<file path="src/rtl/reg_move_engine.sv">
// reg_move_engine
//   Block-move initiator for the register bank. Executes one COPY, FILL or
//   SWAP command over a contiguous (modulo DEPTH) register range, driving the
//   bank's two combinational read ports and its single write port.
//
// Ports
//   clk, rst_n        clock (rising edge), asynchronous active-low reset
//   start             command strobe, only looked at while idle
//   op                00=COPY 01=FILL 10=SWAP 11=illegal
//   src, dst, count   source base, destination base, element count (0..DEPTH)
//   fill_data         value written by FILL
//   busy, done, error status; done/error are one-cycle pulses
//   rb_a, rb_b        bank read addresses, rb_dataA/rb_dataB the read data
//   rb_c, rb_dataC    bank write address / data, rb_write the write enable
//   checksum          (REG_MOVE_CHECKSUM_EN only) XOR of all data written
//                     by the current/last command
//
// Optional feature macro: REG_MOVE_CHECKSUM_EN
// All buses are declared MSB-at-index-0.

module reg_move_engine #(
  parameter int DATA_W = 64,
  parameter int ADDR_W = 5,
  parameter int DEPTH  = 32
) (
  input  logic              clk,
  input  logic              rst_n,
  input  logic              start,
  input  logic [0:1]        op,
  input  logic [0:ADDR_W-1] src,
  input  logic [0:ADDR_W-1] dst,
  input  logic [0:ADDR_W]   count,
  input  logic [0:DATA_W-1] fill_data,
  output logic              busy,
  output logic              done,
  output logic              error,
  output logic [0:ADDR_W-1] rb_a,
  output logic [0:ADDR_W-1] rb_b,
  input  logic [0:DATA_W-1] rb_dataA,
  input  logic [0:DATA_W-1] rb_dataB,
  output logic [0:ADDR_W-1] rb_c,
  output logic [0:DATA_W-1] rb_dataC,
  output logic              rb_write
`ifdef REG_MOVE_CHECKSUM_EN
  ,
  output logic [0:DATA_W-1] checksum
`endif
);

  typedef enum logic [2:0] {
    S_IDLE,
    S_COPY,
    S_FILL,
    S_SWAP0,
    S_SWAP1,
    S_DONE
  } state_t;

  localparam logic [ADDR_W:0] DEPTH_C = (ADDR_W+1)'(DEPTH);
  localparam logic [ADDR_W:0] ONE_C   = (ADDR_W+1)'(1);

  state_t              state_reg;
  logic [ADDR_W:0]     idx_reg;
  logic [ADDR_W:0]     cnt_reg;
  logic [ADDR_W-1:0]   src_reg;
  logic [ADDR_W-1:0]   dst_reg;
  logic [DATA_W-1:0]   fill_reg;
  logic [DATA_W-1:0]   hold_reg;

  logic                cmd_ok;
  logic                accept;
  logic                last_elem;
  logic [ADDR_W:0]     idx_inc;
  logic [ADDR_W-1:0]   src_cur;
  logic [ADDR_W-1:0]   src_nxt;
  logic [ADDR_W-1:0]   dst_nxt;

  // Address sums are ADDR_W wide so the range wraps modulo DEPTH.
  always_comb begin
    cmd_ok    = (op != 2'b11) && (count <= DEPTH_C);
    accept    = (state_reg == S_IDLE) && start && cmd_ok;
    last_elem = (idx_reg == (cnt_reg - ONE_C));
    idx_inc   = idx_reg + ONE_C;
    src_cur   = src_reg + idx_reg[ADDR_W-1:0];
    src_nxt   = src_reg + idx_inc[ADDR_W-1:0];
    dst_nxt   = dst_reg + idx_inc[ADDR_W-1:0];
  end

  // Write data: COPY and the first SWAP cycle pass read port A straight
  // through so each element costs one cycle with no read pipeline.
  always_comb begin
    case (state_reg)
      S_COPY, S_SWAP0: rb_dataC = rb_dataA;
      S_FILL:          rb_dataC = fill_reg;
      S_SWAP1:         rb_dataC = hold_reg;
      default:         rb_dataC = '0;
    endcase
  end

  // Addresses and write enable are registered one step ahead: each
  // transition loads the bank controls for the element of the next state.
  always_ff @(posedge clk or negedge rst_n) begin
    if (!rst_n) begin
      state_reg <= S_IDLE;
      idx_reg   <= '0;
      cnt_reg   <= '0;
      src_reg   <= '0;
      dst_reg   <= '0;
      fill_reg  <= '0;
      hold_reg  <= '0;
      busy      <= 1'b0;
      done      <= 1'b0;
      error     <= 1'b0;
      rb_a      <= '0;
      rb_b      <= '0;
      rb_c      <= '0;
      rb_write  <= 1'b0;
    end else begin
      done  <= 1'b0;
      error <= 1'b0;
      case (state_reg)
        S_IDLE: begin
          if (start) begin
            if (!cmd_ok) begin
              error <= 1'b1;
            end else if (count == '0) begin
              done      <= 1'b1;
              state_reg <= S_DONE;
            end else begin
              src_reg  <= src;
              dst_reg  <= dst;
              cnt_reg  <= count;
              fill_reg <= fill_data;
              idx_reg  <= '0;
              busy     <= 1'b1;
              rb_write <= 1'b1;
              case (op)
                2'b00: begin
                  state_reg <= S_COPY;
                  rb_a      <= src;
                  rb_c      <= dst;
                end
                2'b01: begin
                  state_reg <= S_FILL;
                  rb_c      <= dst;
                end
                default: begin
                  state_reg <= S_SWAP0;
                  rb_a      <= src;
                  rb_b      <= dst;
                  rb_c      <= dst;
                end
              endcase
            end
          end
        end
        S_COPY, S_FILL: begin
          if (last_elem) begin
            state_reg <= S_DONE;
            rb_write  <= 1'b0;
            busy      <= 1'b0;
            done      <= 1'b1;
          end else begin
            idx_reg <= idx_inc;
            rb_a    <= src_nxt;
            rb_c    <= dst_nxt;
          end
        end
        S_SWAP0: begin
          // Capture the destination's old value before it is overwritten.
          hold_reg  <= rb_dataB;
          rb_c      <= src_cur;
          state_reg <= S_SWAP1;
        end
        S_SWAP1: begin
          if (last_elem) begin
            state_reg <= S_DONE;
            rb_write  <= 1'b0;
            busy      <= 1'b0;
            done      <= 1'b1;
          end else begin
            idx_reg   <= idx_inc;
            rb_a      <= src_nxt;
            rb_b      <= dst_nxt;
            rb_c      <= dst_nxt;
            state_reg <= S_SWAP0;
          end
        end
        S_DONE: begin
          state_reg <= S_IDLE;
        end
        default: begin
          state_reg <= S_IDLE;
          rb_write  <= 1'b0;
          busy      <= 1'b0;
        end
      endcase
    end
  end

`ifdef REG_MOVE_CHECKSUM_EN
  // Accept and a bank write never coincide (rb_write is low while idle).
  always_ff @(posedge clk or negedge rst_n) begin
    if (!rst_n) begin
      checksum <= '0;
    end else if (accept) begin
      checksum <= '0;
    end else if (rb_write) begin
      checksum <= checksum ^ rb_dataC;
    end
  end
`endif

endmodule

</file>
<file path="config.mk">
export PLATFORM = sky130hd
export DESIGN_NAME = reg_move_engine
export DESIGN_NICKNAME = d
export VERILOG_FILES = /design/src/rtl/reg_move_engine.sv
export SDC_FILE = /design/constraint.sdc
export NUM_CORES = 1
export LEC_CHECK = 0
export BUFFER_PORTS_ARGS = -buffer_cell sky130_fd_sc_hd__buf_2
export CORE_MARGIN = 1.5
export CORE_UTILIZATION = 51
export CTS_CLUSTER_SIZE = 30
export DETAILED_ROUTE_END_ITERATION = 7
export PLACE_DENSITY_LB_ADDON = 0.25
export SLEW_MARGIN = 20
export SYNTH_ARGS = -nofsm -noshare
export SYNTH_HDL_FRONTEND = slang
export SYNTH_SLANG_ARGS = --single-unit
export TNS_END_PERCENT = 10
</file>
<file path="constraint.sdc">
create_clock -name clk -period 3.25 [get_ports clk]
set_input_delay 0.1625 -clock clk [delete_from_list [all_inputs] [get_ports clk]]
set_output_delay 0.1625 -clock clk [all_outputs]
set_load 0.01 [all_outputs]
</file>
### Yosys cells after proc, flatten, opt, wreduce, memory -nomap -nowiden

Index checks and enable logic that the tools add are counted.

| word-level totals | value |
|---|---|
| memory bits (read-only) | 0 |
| latch bits | 0 |
| memories | 0 |
| bits in writable memories | 0 |
| output and inout bits | 83 |
| register bits | 171 |

| operators by class | value |
|---|---|
| bitwise gates (word level) | 2 |
| order comparisons | 1 |
| mux-type cells | 42 |
| multipliers | 0 |
| reduce and logical (&&, ||, !) cells | 19 |
| eq/ne operators | 17 |
| divide/modulo/power cells | 0 |
| shift-type cells | 0 |
| add/sub/neg operators | 5 |

Operators by type and width:

| kind | number |
|---|---|
| one-hot mux 64 bit (3 select lines) | 1 |
| 2-to-1 mux 5 bit | 13 |
| 2-to-1 mux 6 bit | 4 |
| one-hot mux 5 bit (2 select lines) | 2 |
| != test 2 bit (second input constant) | 9 |
| adder 5 bit | 3 |
| 2-to-1 mux 3 bit | 5 |
| one-hot mux 5 bit (3 select lines) | 1 |
| AND reduction 5 bit | 3 |
| one-hot mux 3 bit (4 select lines) | 1 |
| one-hot mux 6 bit (2 select lines) | 1 |
| AND reduction 6 bit | 2 |
| 2-to-1 mux 1 bit | 11 |
| OR reduction 2 bit | 4 |
| adder 6 x 1 -> 6 bit (second input constant) | 1 |
| equality test 3 x 2 -> 1 bit (second input constant) | 2 |
| equality test 3 bit (second input constant) | 2 |
| equality test 6 bit | 1 |
| less-or-equal comparator 6 bit (second input constant) | 1 |
| logical NOT 6 bit | 1 |
| subtractor 6 x 1 -> 6 bit (second input constant) | 1 |
| one-hot mux 2 bit (2 select lines) | 1 |
| AND reduction 4 bit | 1 |
| nonzero test 2 bit | 2 |
| other kinds (12) | 13 |

### Logic depth before layout (Yosys ltp)

| logic depth | value |
|---|---|
| word-level depth | 7 |
| mapped depth | 10 |
| gate-level depth less buffers | 10 |

### Worst setup path before layout

OpenSTA, ideal clock, no wires.

| path | value |
|---|---|
| path type | reg-to-reg |
| start point | register idx_reg[1] |
| end point | register rb_b[0] (netlist bit) |
| slack | 817 ps |
| arrival time | 2308 ps |
| stages on the path, launching flop included | 9 |
| buffers on the path | 0 |
| cells stage by stage | dfrtp_1 ha_1 fa_1 a21o_1 a21oi_1 xnor2_1 xnor2_1 mux2_2 mux2_4 |

| on the way | value |
|---|---|
| longest elaborated chain between the ends | 4 |

Ends and longest elaborated chain:

| what | line | RTL |
|---|---|---|
| start: declaration | 63 | `logic [ADDR_W:0] idx_reg;` |
| start signal: assignment | 164 | `idx_reg <= idx_inc;` |
| start signal: assignment | 182 | `idx_reg <= idx_inc;` |
| adder 6 x 1 -> 6 bit | 83 | `idx_inc = idx_reg + ONE_C;` |
| adder 5 bit | 86 | `dst_nxt = dst_reg + idx_inc[ADDR_W-1:0];` |
| 2-to-1 mux 5 bit | 176 | `if (last_elem) begin` |
| one-hot mux 5 bit (2 select lines) | 121 | `case (state_reg)` |
| end signal: assignment | 150 | `rb_b <= dst;` |
| end signal: assignment | 184 | `rb_b <= dst_nxt;` |
| end: declaration | 38 | `output logic [0:ADDR_W-1] rb_b,` |

Several ways; a longest one is shown, not always the timed one. The select of a mux whose other input is x is not followed.
A chain may end at the register's enable or synchronous reset.

### Final worst setup path

| path | value |
|---|---|
| start point | register state_reg[0] |
| end point | output rb_dataC[38] (netlist bit) |

| on the way | value |
|---|---|
| longest elaborated chain between the ends | 3 |

Ends and longest elaborated chain:

| what | line | RTL |
|---|---|---|
| start: declaration | 62 | `state_t state_reg;` |
| start signal: assignment | 104 | `state_reg <= S_IDLE;` |
| start signal: assignment | 128 | `state_reg <= S_DONE;` |
| start signal: assignment | 139 | `state_reg <= S_COPY;` |
| equality test 3 x 1 -> 1 bit or equality test 3 x 2 -> 1 bit (tied branches) | 92 | `case (state_reg)` |
| OR reduction 2 bit | 92 |  |
| one-hot mux 64 bit (3 select lines) * | 92 |  |
| end: declaration | 42 | `output logic [0:DATA_W-1] rb_dataC,` |

Every way passes the cells marked *; elsewhere a longest branch is shown, timed or not.

==> out/metrics.csv <==
metric,value,unit
Post-Route Setup TNS,0,ns
Crit. Startpoint,state_reg[0]$_DFFE_PN0P_,
PD cells,959,nW/µm²
vias in the first global route,8489,
FF-to-FF End,rb_a[1]$_DFFE_PN0P_,
CTS tree,done,
"FF+latch count, synth",171,
"Async S/R FF share, synth",100,%
leak pwr,5.84,nW
routed vias/inst,5.71,
crit-path max FO,64,
WL final,28.1,mm
worst endpoint required time,3.09,ns
clock slew at reported path FFs,0.07,ns
Clock Sinks,171,
Layout Nets,1430,
reg2reg start,cnt_reg[0]$_DFFE_PN0P_,
clock skew,0.0188,ns
max-slew violations,0,
Tcrit/Tclk final,94.2,%
DR WL/cell,19.5,µm
Final Setup Violations,0,
first-pass GRT wire length,42.7,mm
Post CTS Setup Buffer Count,0,
Area Growth Syn to Fin,41.8,%
fillcell total,1156,
Crit. End Element,output port,
Total GRT Usage,30.3,%
Clock Latency Late Sink,0.44,ns
DR vias,8243,
top post-synthesis cells by count,"171 x dfrtp_1, 142 x mux2_2, 103 x nand2_1, 74 x o21ai_0, 61 x a22oi_1",
hold depth,2,
DP HPWL,17.0,mm
worst r2r path cells,8,
slew at the pin with the worst max-slew slack,0.859,ns
"reg-to-reg slack, setup",0.62,ns
status,"finished, final reports clean",
Worst EP arrival,2.90,ns
share of cells above drive strength 1,41.7,%
Worst Setup EP,rb_dataC[38],
max_slew headroom,42.7,%
syn_area_per_cell,11.2,µm²
Synth Flop Type,dfrtp_1,
Max-Cap Viols,0,
DR DRC count,0,
Die Span Y,135,µm
Die Wd,135,µm
critical path class,reg2out,
syn nets,1022,
worst hold path class,in2reg,
critical path startpoint category,flip-flop,
Antenna Nets Post-Route,0,
post-synth cell types,62,
Post-synth EDFFs,0,
Cell Rows,48,
register area share after synthesis,48.3,%
DIE AREA,18200,µm²
TritonCTS Buffers,17,
Storage cell area,4280,µm²
RSZ-0062 raised after global routing,no,
grt ovf,0,
Initial Util,51.8,%
DR iter-0 viols,489,
Port Buffer Count,295,
final hold slack,0.00706,ns
synth warn,0,
H-tree level count,4,
Yosys top cell area share,48.3,%
# IOs,296,
Peak VDD IR,0.754,mV
"Cell Area, Synth",8860,µm²
"Hold Vio Cnt, Final",0,
CTS root buf,clkbuf_16,
RePlAce Congestion,0.860,
largest net degree at the start of global routing,89,
fmax,327,MHz
core box area,17100,µm²
dominant cells by area after synthesis,"dfrtp_1 48%, mux2_2 18%, a22oi_1 5.2%",
CTS Buffer Depth,2,
CTS resizes,0,
largest area contributor in the netlist,dfrtp_1,
top-count cell post-synth,dfrtp_1,
DR pass1 iterations,5,
multi-input logic area,4320,µm²
initial antenna violation count,6,
Mapped Cells,792,
Final min period,3.06,ns
per-layer routing:
metal  GRT usage [%]  vias up  part of all wire, %
li1                -     3669                    -
met1            36.5     4057                   39
met3            6.61      104                  6.9
met2            50.2      411                   49
met4            17.5        2                  4.9
met5               0        -                0.043
where the power goes:
group	internal (mW)	switching [mW]
clock	1.26	0.921
combinational	2.78	3.03
sequential	3.21	0.840
stage by stage:
| stage | setup WS, ns | util [%] | cell area, µm² | cells | total power [mW] |
|---|---|---|---|---|---|
| finish | 0.190 | 73.4 | 12600 | 1443 | 12.0 |
| global route | 0.114 | 73.4 | 12600 | 1442 | 12.8 |
| CTS | 0.286 | 73.3 | 12500 | 1437 | 11.9 |
| detailed placement | 0.648 | 61.7 | 10600 | 1269 | 9.54 |
| global placement | 0.696 | 61.7 | 10600 | 1269 | 9.36 |
| floorplan | 0.817 | - | 8860 | 792 | 7.73 |
critical path, stage by stage, from the launching register on:
cell and delay, ns:
dfrtp_2 0.68, or2_2 0.50, nor2_4 0.11, buf_4 0.57, nand2_1 0.16, o21ai_0 0.17
buf_2 0.19
worst min path at each step:
stage | startpoint | end | slack [ns]
final | count[5] | cnt_reg[0]$_DFFE_PN0P_ | 0.007
after global routing | count[5] | cnt_reg[0]$_DFFE_PN0P_ | 0.009
after CTS | count[5] | cnt_reg[0]$_DFFE_PN0P_ | 0.003
after detailed placement | rst_n | cnt_reg[3]$_DFFE_PN0P_ | 0.28
after global placement | rst_n | cnt_reg[2]$_DFFE_PN0P_ | 0.29
after floorplan | rst_n | cnt_reg[0]$_DFFE_PN0P_ | -0.13
cells in the final DEF (no fill, tap or decap), types with 4 or more instances in the layout:
cell type      count
xor2_1             9
nor2_1            14
diode_2            5
buf_2            294
o21ai_0           74
a22oi_1           61
ha_1              14
a211oi_1           6
xnor2_1           12
dfrtp_1          169
a21oi_1           23
nand2b_1           4
inv_1             10
clkbuf_16         17
buf_12             4
mux2_4             4
nor2b_1            7
buf_4              9
a21o_1             6
dlygate4sd3_1    137
mux2_2           142
mux2_1            11
nand2_1          102
area by class of cell:
class                   instances  share of cell area [%]
inverters                      10                   0.299
well taps                     225                    2.24
clock inverters                13                    1.44
repair buffers                445                    23.9
diodes                          5                  0.0996
clock buffers                  19                    3.53
multi-input cells             555                    34.4
flip-flops and latches        171                    34.1
kinds of logic after synthesis:
kind of cell | Yosys count | share of synthesized area, %
AOI/OAI and AO/OA | 198 | 14.7
DFF | 171 | 48.3
muxes | 160 | 20.5
and+or+nand+nor | 158 | 8.33
buffers and inverters | 66 | 3.25
xor gates and xnor gates | 22 | 2.33
adders and majority gates | 17 | 2.66
what timing repair did:
| item | in CTS | in global routing |
|---|---|---|
| setup endpoints to repair | 0 | 0 |
| hold buffers | 136 | 1 |
| endpoints found under the hold margin | 220 | 1 |
(Power assumes the default switching activity.)
